**config.mk**
```make
export PLATFORM = sky130hd
export DESIGN_NAME = bcd_frame_sequencer
export DESIGN_NICKNAME = d
export VERILOG_FILES = /design/src/rtl/bcd_frame_sequencer.sv
export SDC_FILE = /design/constraint.sdc
export NUM_CORES = 1
export LEC_CHECK = 0
export CAP_MARGIN = 20
export CORE_MARGIN = 5
export CORE_UTILIZATION = 59
export CTS_CLUSTER_DIAMETER = 100
export DETAILED_ROUTE_END_ITERATION = 12
export PLACE_DENSITY = 0.84
export SYNTH_ARGS = -nofsm -noshare
export SYNTH_HDL_FRONTEND = slang
export SYNTH_SLANG_ARGS = --single-unit
```
**constraint.sdc**
```tcl
create_clock -name CLK -period 3.05 [get_ports CLK]
set_clock_uncertainty 0.05 [all_clocks]
set_input_delay 0.4575 -clock CLK [delete_from_list [all_inputs] [get_ports CLK]]
set_output_delay 0.4575 -clock CLK [all_outputs]
set_load 0.1 [all_outputs]
```
**src/rtl/bcd_frame_sequencer.sv**
```systemverilog
// -----------------------------------------------------------------------------
// bcd_frame_sequencer
//
// Upstream feeder for the SPI byte writer of the decimal-counter design.
// Keeps a DIGITS-wide BCD up-counter and, whenever the count changes (tick or
// clear), sends one frame to the writer: HEADER followed by one byte per digit,
// most significant digit first. Each digit byte carries the digit index in the
// high nibble and the digit value in the low nibble. A frame is a snapshot of
// the count taken in the cycle the frame starts. Changes that land while a
// frame is in flight collapse into a single follow-up frame.
//
// Handshake with the writer:
//   The writer raises RDY_write while it can take a byte. EN_write is a
//   one-cycle strobe that is only ever asserted in a cycle where RDY_write is
//   high. write_data is valid with EN_write and keeps its last value otherwise.
//   The writer drops RDY_write the cycle after a strobe, so the sequencer
//   spends one GAP cycle ignoring RDY_write after every strobe.
//
// Ports:
//   CLK          in   1          clock, rising edge
//   RST_N        in   1          asynchronous active-low reset
//   EN_tick      in   1          count-increment request, 1-cycle pulse
//   EN_clear     in   1          synchronous clear of the counter to 0
//   RDY_write    in   1          writer idle and able to accept a byte
//   EN_write     out  1          writer byte strobe, 1 cycle
//   write_data   out  8          byte presented with EN_write
//   count_value  out  DIGITS*4   live BCD count, digit 0 in bits [3:0]
//   carry        out  1          1-cycle pulse on wrap from all-9s to 0
//   busy         out  1          frame in progress (state != IDLE)
// -----------------------------------------------------------------------------
module bcd_frame_sequencer #(
    parameter int         DIGITS = 4,
    parameter logic [7:0] HEADER = 8'hAA
) (
    input  logic                  CLK,
    input  logic                  RST_N,
    input  logic                  EN_tick,
    input  logic                  EN_clear,
    input  logic                  RDY_write,
    output logic                  EN_write,
    output logic [7:0]            write_data,
    output logic [DIGITS*4-1:0]   count_value,
    output logic                  carry,
    output logic                  busy
);

    localparam int CW    = DIGITS * 4;
    localparam int IDX_W = $clog2(DIGITS + 1);
    localparam logic [IDX_W-1:0] IDX_LAST = IDX_W'(DIGITS);

    typedef enum logic [1:0] {
        ST_IDLE  = 2'd0,
        ST_ISSUE = 2'd1,
        ST_GAP   = 2'd2
    } state_e;

    // -------------------------------------------------------------------------
    // State
    // -------------------------------------------------------------------------
    state_e           state_q,   state_d;
    logic [IDX_W-1:0] idx_q,     idx_d;
    logic [CW-1:0]    count_q,   count_d;
    logic [CW-1:0]    snap_q,    snap_d;
    logic             pending_q, pending_d;
    logic             carry_q,   carry_d;
    logic [7:0]       data_q,    data_d;

    // Combinational helpers
    logic [CW-1:0]    inc_value;
    logic             inc_wrap;
    logic             frame_start;
    logic             strobe;
    logic [7:0]       cur_byte;

    // -------------------------------------------------------------------------
    // BCD increment: ripple a carry up from digit 0. A digit at 9 rolls to 0
    // and passes the carry on; the first digit below 9 absorbs it. If the
    // carry survives past the top digit the counter wrapped from all-9s.
    // -------------------------------------------------------------------------
    always_comb begin : p_bcd_inc
        logic ripple;
        inc_value = count_q;
        ripple    = 1'b1;
        for (int d = 0; d < DIGITS; d++) begin
            if (ripple) begin
                if (count_q[d*4 +: 4] == 4'd9) begin
                    inc_value[d*4 +: 4] = 4'd0;
                end else begin
                    inc_value[d*4 +: 4] = count_q[d*4 +: 4] + 4'd1;
                    ripple              = 1'b0;
                end
            end
        end
        inc_wrap = ripple;
    end

    // -------------------------------------------------------------------------
    // Counter, carry and pending flag. The counter never stalls for a frame.
    // Clear wins over a simultaneous tick. A tick or clear in the same cycle
    // that a frame starts re-arms pending, so the new value gets its own frame.
    // -------------------------------------------------------------------------
    always_comb begin
        count_d   = count_q;
        carry_d   = 1'b0;
        pending_d = pending_q;

        if (EN_clear) begin
            count_d = '0;
        end else if (EN_tick) begin
            count_d = inc_value;
            carry_d = inc_wrap;
        end

        if (EN_tick || EN_clear) begin
            pending_d = 1'b1;
        end else if (frame_start) begin
            pending_d = 1'b0;
        end
    end

    // -------------------------------------------------------------------------
    // Byte selection. idx 0 is the header; idx k selects digit DIGITS-k of the
    // snapshot, so the most significant digit goes out first.
    // -------------------------------------------------------------------------
    always_comb begin : p_byte_sel
        logic [4:0] pos;
        logic [3:0] digit;
        pos   = 5'(DIGITS) - 5'(idx_q);
        digit = 4'd0;
        for (int d = 0; d < DIGITS; d++) begin
            if (pos == 5'(d)) begin
                digit = snap_q[d*4 +: 4];
            end
        end
        if (idx_q == '0) begin
            cur_byte = HEADER;
        end else begin
            cur_byte = {pos[3:0], digit};
        end
    end

    // -------------------------------------------------------------------------
    // Frame FSM: next state and strobe
    // -------------------------------------------------------------------------
    always_comb begin
        state_d     = state_q;
        idx_d       = idx_q;
        snap_d      = snap_q;
        data_d      = data_q;
        frame_start = 1'b0;
        strobe      = 1'b0;

        case (state_q)
            ST_IDLE: begin
                if (pending_q) begin
                    frame_start = 1'b1;
                    snap_d      = count_q;
                    idx_d       = '0;
                    state_d     = ST_ISSUE;
                end
            end

            ST_ISSUE: begin
                // The strobe is combinational on RDY_write so a byte goes out
                // in the very cycle the writer becomes ready.
                if (RDY_write) begin
                    strobe  = 1'b1;
                    data_d  = cur_byte;
                    state_d = ST_GAP;
                end
            end

            ST_GAP: begin
                if (idx_q == IDX_LAST) begin
                    state_d = ST_IDLE;
                end else begin
                    idx_d   = idx_q + IDX_W'(1);
                    state_d = ST_ISSUE;
                end
            end

            default: begin
                state_d = ST_IDLE;
            end
        endcase
    end

    // -------------------------------------------------------------------------
    // Registers
    // -------------------------------------------------------------------------
    always_ff @(posedge CLK or negedge RST_N) begin
        if (!RST_N) begin
            state_q   <= ST_IDLE;
            idx_q     <= '0;
            count_q   <= '0;
            snap_q    <= '0;
            pending_q <= 1'b0;
            carry_q   <= 1'b0;
            data_q    <= 8'h00;
        end else begin
            state_q   <= state_d;
            idx_q     <= idx_d;
            count_q   <= count_d;
            snap_q    <= snap_d;
            pending_q <= pending_d;
            carry_q   <= carry_d;
            data_q    <= data_d;
        end
    end

    // -------------------------------------------------------------------------
    // Outputs. EN_write derives from the state register, so an asynchronous
    // reset drops it immediately. write_data shows the live byte during the
    // strobe and the last sent byte otherwise.
    // -------------------------------------------------------------------------
    assign EN_write    = strobe;
    assign write_data  = strobe ? cur_byte : data_q;
    assign count_value = count_q;
    assign carry       = carry_q;
    assign busy        = (state_q != ST_IDLE);

endmodule

```
==> metrics.txt <==
max-slew violation total from the final report=0; R2R cell count=6; Yosys top cell area share=47.6%; GRT met1 Usage=28.5%; fmax=approximately 340 MHz; DR vias=1851; CP max stage delay=between 400 and 500 ps; worst hold path type=in2async; commonest cells in the synthesized netlist=47 x dfrtp_1, 26 x nand2_1, 16 x ha_1, 16 x mux2_2, 15 x inv_1; clock sinks=47; gr ovfl total=0; Reg2Reg Setup Slack=roughly 940 ps; GRT met2 Usage=about a third; Max Cap Viol=0; vias in the first global route=about 1800; Leakage Power=1.42 nW; Yosys Warn Count=0; Routed WL per cell=roughly 16 um; post-synthesis sequential area ratio=between 40 and 50%; Mapped Cells=229; reg2reg end=data_q[0]; Layout area overhead=23.9%; row count=23; Setup CP Type=reg2out; final hold vios=0; Setup WS post-layout=69.7 ps; Distinct cells, synth=47; CP startpoint kind=flip-flop; Syn Nets=between 200 and 300; starting density of the core=a little over 60%; Die Span Y=roughly 75 um; DIE WIDTH=74.7 um; Num CTS Buffers=5; WP data arrival=2470 ps; CTS clock-pin slew for the worst setup and hold paths=roughly 80 ps; total track usage=around a fifth; RSZ-0062 raised after global routing=false; number of DRC markers in iteration 0=around 150; post-route minimum period=between 2000 and 3000 ps; maximum clock insertion buffer count=2; critical path's slowest cell=dfrtp_2; worst-path maximum fanout=7; count leader, synth=dfrtp_1; die footprint=~5600 um^2; core area=approximately 4000 um^2; layout cells sized above 1=between 20% and 30%; CP bufs+invs=2; CP required=roughly 2500 ps; most used routing layer=met2; syn avg cell area=10.8 um^2; final worst-path cycle share=about 98%; nets=between 200 and 300; CP Capture Type=output port; Critical Path Stages=7; Final setup viols=0; post-detail-place hpwl=roughly 3.5 mm; Skew-Pair Late Insertion Delay=~300 ps; Worst Tran Pin Value=595 ps; ANT nets after route=0; placed cells=around 300; post-synth top area cell=dfrtp_1; placer congestion estimate=a little under 0.9; Reg2Reg Launch Point=idx_q[0]; Crit. Startpoint=idx_q[0]; mapped cell area=2470 um^2; Post-synth EDFFs=0; 1st-pass router iterations=6; top cells by area, synth=dfrtp_1 48%, ha_1 8.1%, mux2_2 7.3%; largest net degree at the start of global routing=48; non-filler cells in the finished layout=approximately 320; Yosys reg bits=47; Final Total Pwr=about 0.0029 W; met3 Resource Use GR=4.27%; IO buf count=31; Post-synth top flop=dfrtp_1; crit path cell chain=inv_1 -> ha_1 -> ha_1 -> nor3b_4 -> o221ai_1 -> o31ai_4 -> buf_12; IR drop worst, VDD=between 0.0004 and 0.0005 V; pwr dens=939 nW/um^2; drt drc=0; Setup Buffers After CTS=0; H-Tree Depth=2; I/O pin total=32; share of synthesized registers carrying an async set or reset=100%; initial antenna violation count=0; Antenna Cells=0; Root Buffer=clkbuf_8; Setup TNS=0 ps; most used cell, CP=ha_1; post-DR vias/cell=between 5 and 6; Place WS=338 ps; Routed WL=between 5 and 6 mm; slew margin rel.=60.2%; first-pass GRT wire length=slightly below 9 mm; CTS tree=done; Worst path top cell family by delay=adder cells; run status=finished clean
-- cells in the final DEF, fill, tap and decap left out, drive strengths merged, types with 4 or more instances in the layout --
cell type	instances
a21oi	9
mux2	16
nor2	12
o31ai	4
inv	15
nor3b	4
ha	16
buf	32
nand2	26
dfrtp	47
o21ai	21
clkbuf	6
nand2b	4
and3b	4
-- sequential cells by signal (all words and copies together), names as in the netlist --
signal and flops:
data_q 8, idx_q 3, carry 1, snap_q 16, state_q 2, count_value 16
pending_q 1
-- logic make-up (layout without fill, tap and decap cells) --
| kind of cell | count (synthesis) | count (layout) | share of synthesized area [%] |
|---|---|---|---|
| and+or+nand+nor | 70 | 70 | 15.3 |
| DFF | 47 | 47 | 47.6 |
| adders and majority gates | 16 | 16 | 8.11 |
| buffers and inverters | 23 | 59 | 4.41 |
| muxes | 18 | 18 | 8.11 |
| AOI/OAI and AO/OA | 55 | 55 | 16.5 |
-- metrics by stage --
step | hold WS, ps | cell area, um^2 | util (%)
final | 454 | 3060 | 76.0
after global routing | 450 | 3060 | 76.0
after CTS | 307 | 3020 | 74.8
after detailed placement | 453 | 2890 | 71.8
after global placement | 435 | 2890 | 71.8
after floorplan | 112 | 2510 | -
-- what timing repair did --
| item | 4_1_cts | 5_1_grt |
|---|---|---|
| resized for setup | 1 | 4 |
| endpoints found under the hold margin | 0 | 4 |
| endpoints found under the setup margin | 2 | 2 |
| hold buffers | 0 | 1 |
-- area by class of cell --
| class | instances | area, um^2 |
|---|---|---|
| Multi-Input combinational cell | 159 | 1240 |
| Sequential cell | 47 | 1180 |
| Fill cell | 276 | 968 |
| Timing Repair Buffer | 36 | 403 |
| Clock buffer | 6 | 82.6 |
| Tap cell | 50 | 62.6 |
| Inverter | 15 | 56.3 |
| Clock inverter | 2 | 35.0 |
-- metal layers --
metal	vias up	share of wire, %
li1	886	-
met1	897	45
met2	60	48
met3	8	5.6
met4	0	1.0
met5	-	0
-- worst max path at each step --
stage | endpoint | slack, ps
4_1_cts | write_data[0] | 40
6_report | write_data[0] | 70
5_1_grt | write_data[0] | 3
3_3_place_gp | write_data[5] | 390
3_5_place_dp | write_data[0] | 340
2_1_floorplan | write_data[4] | 90
-- report_power, final --
part | internal [W] | leakage (nW) | switching (W)
registers | 0.000765 | 0.614 | 0.000124
logic | 0.000517 | 0.744 | 0.00100
clock network | 0.000265 | 0.0612 | 0.000203
-- worst register-to-register path, cell delays in order, from the launching register on --
cell and delay, ps:
dfrtp_2 430, inv_1 110, ha_1 310, ha_1 340
nor3b_4 250, o221ai_1 210, o31ai_4 310
(Power assumes the default switching activity.)
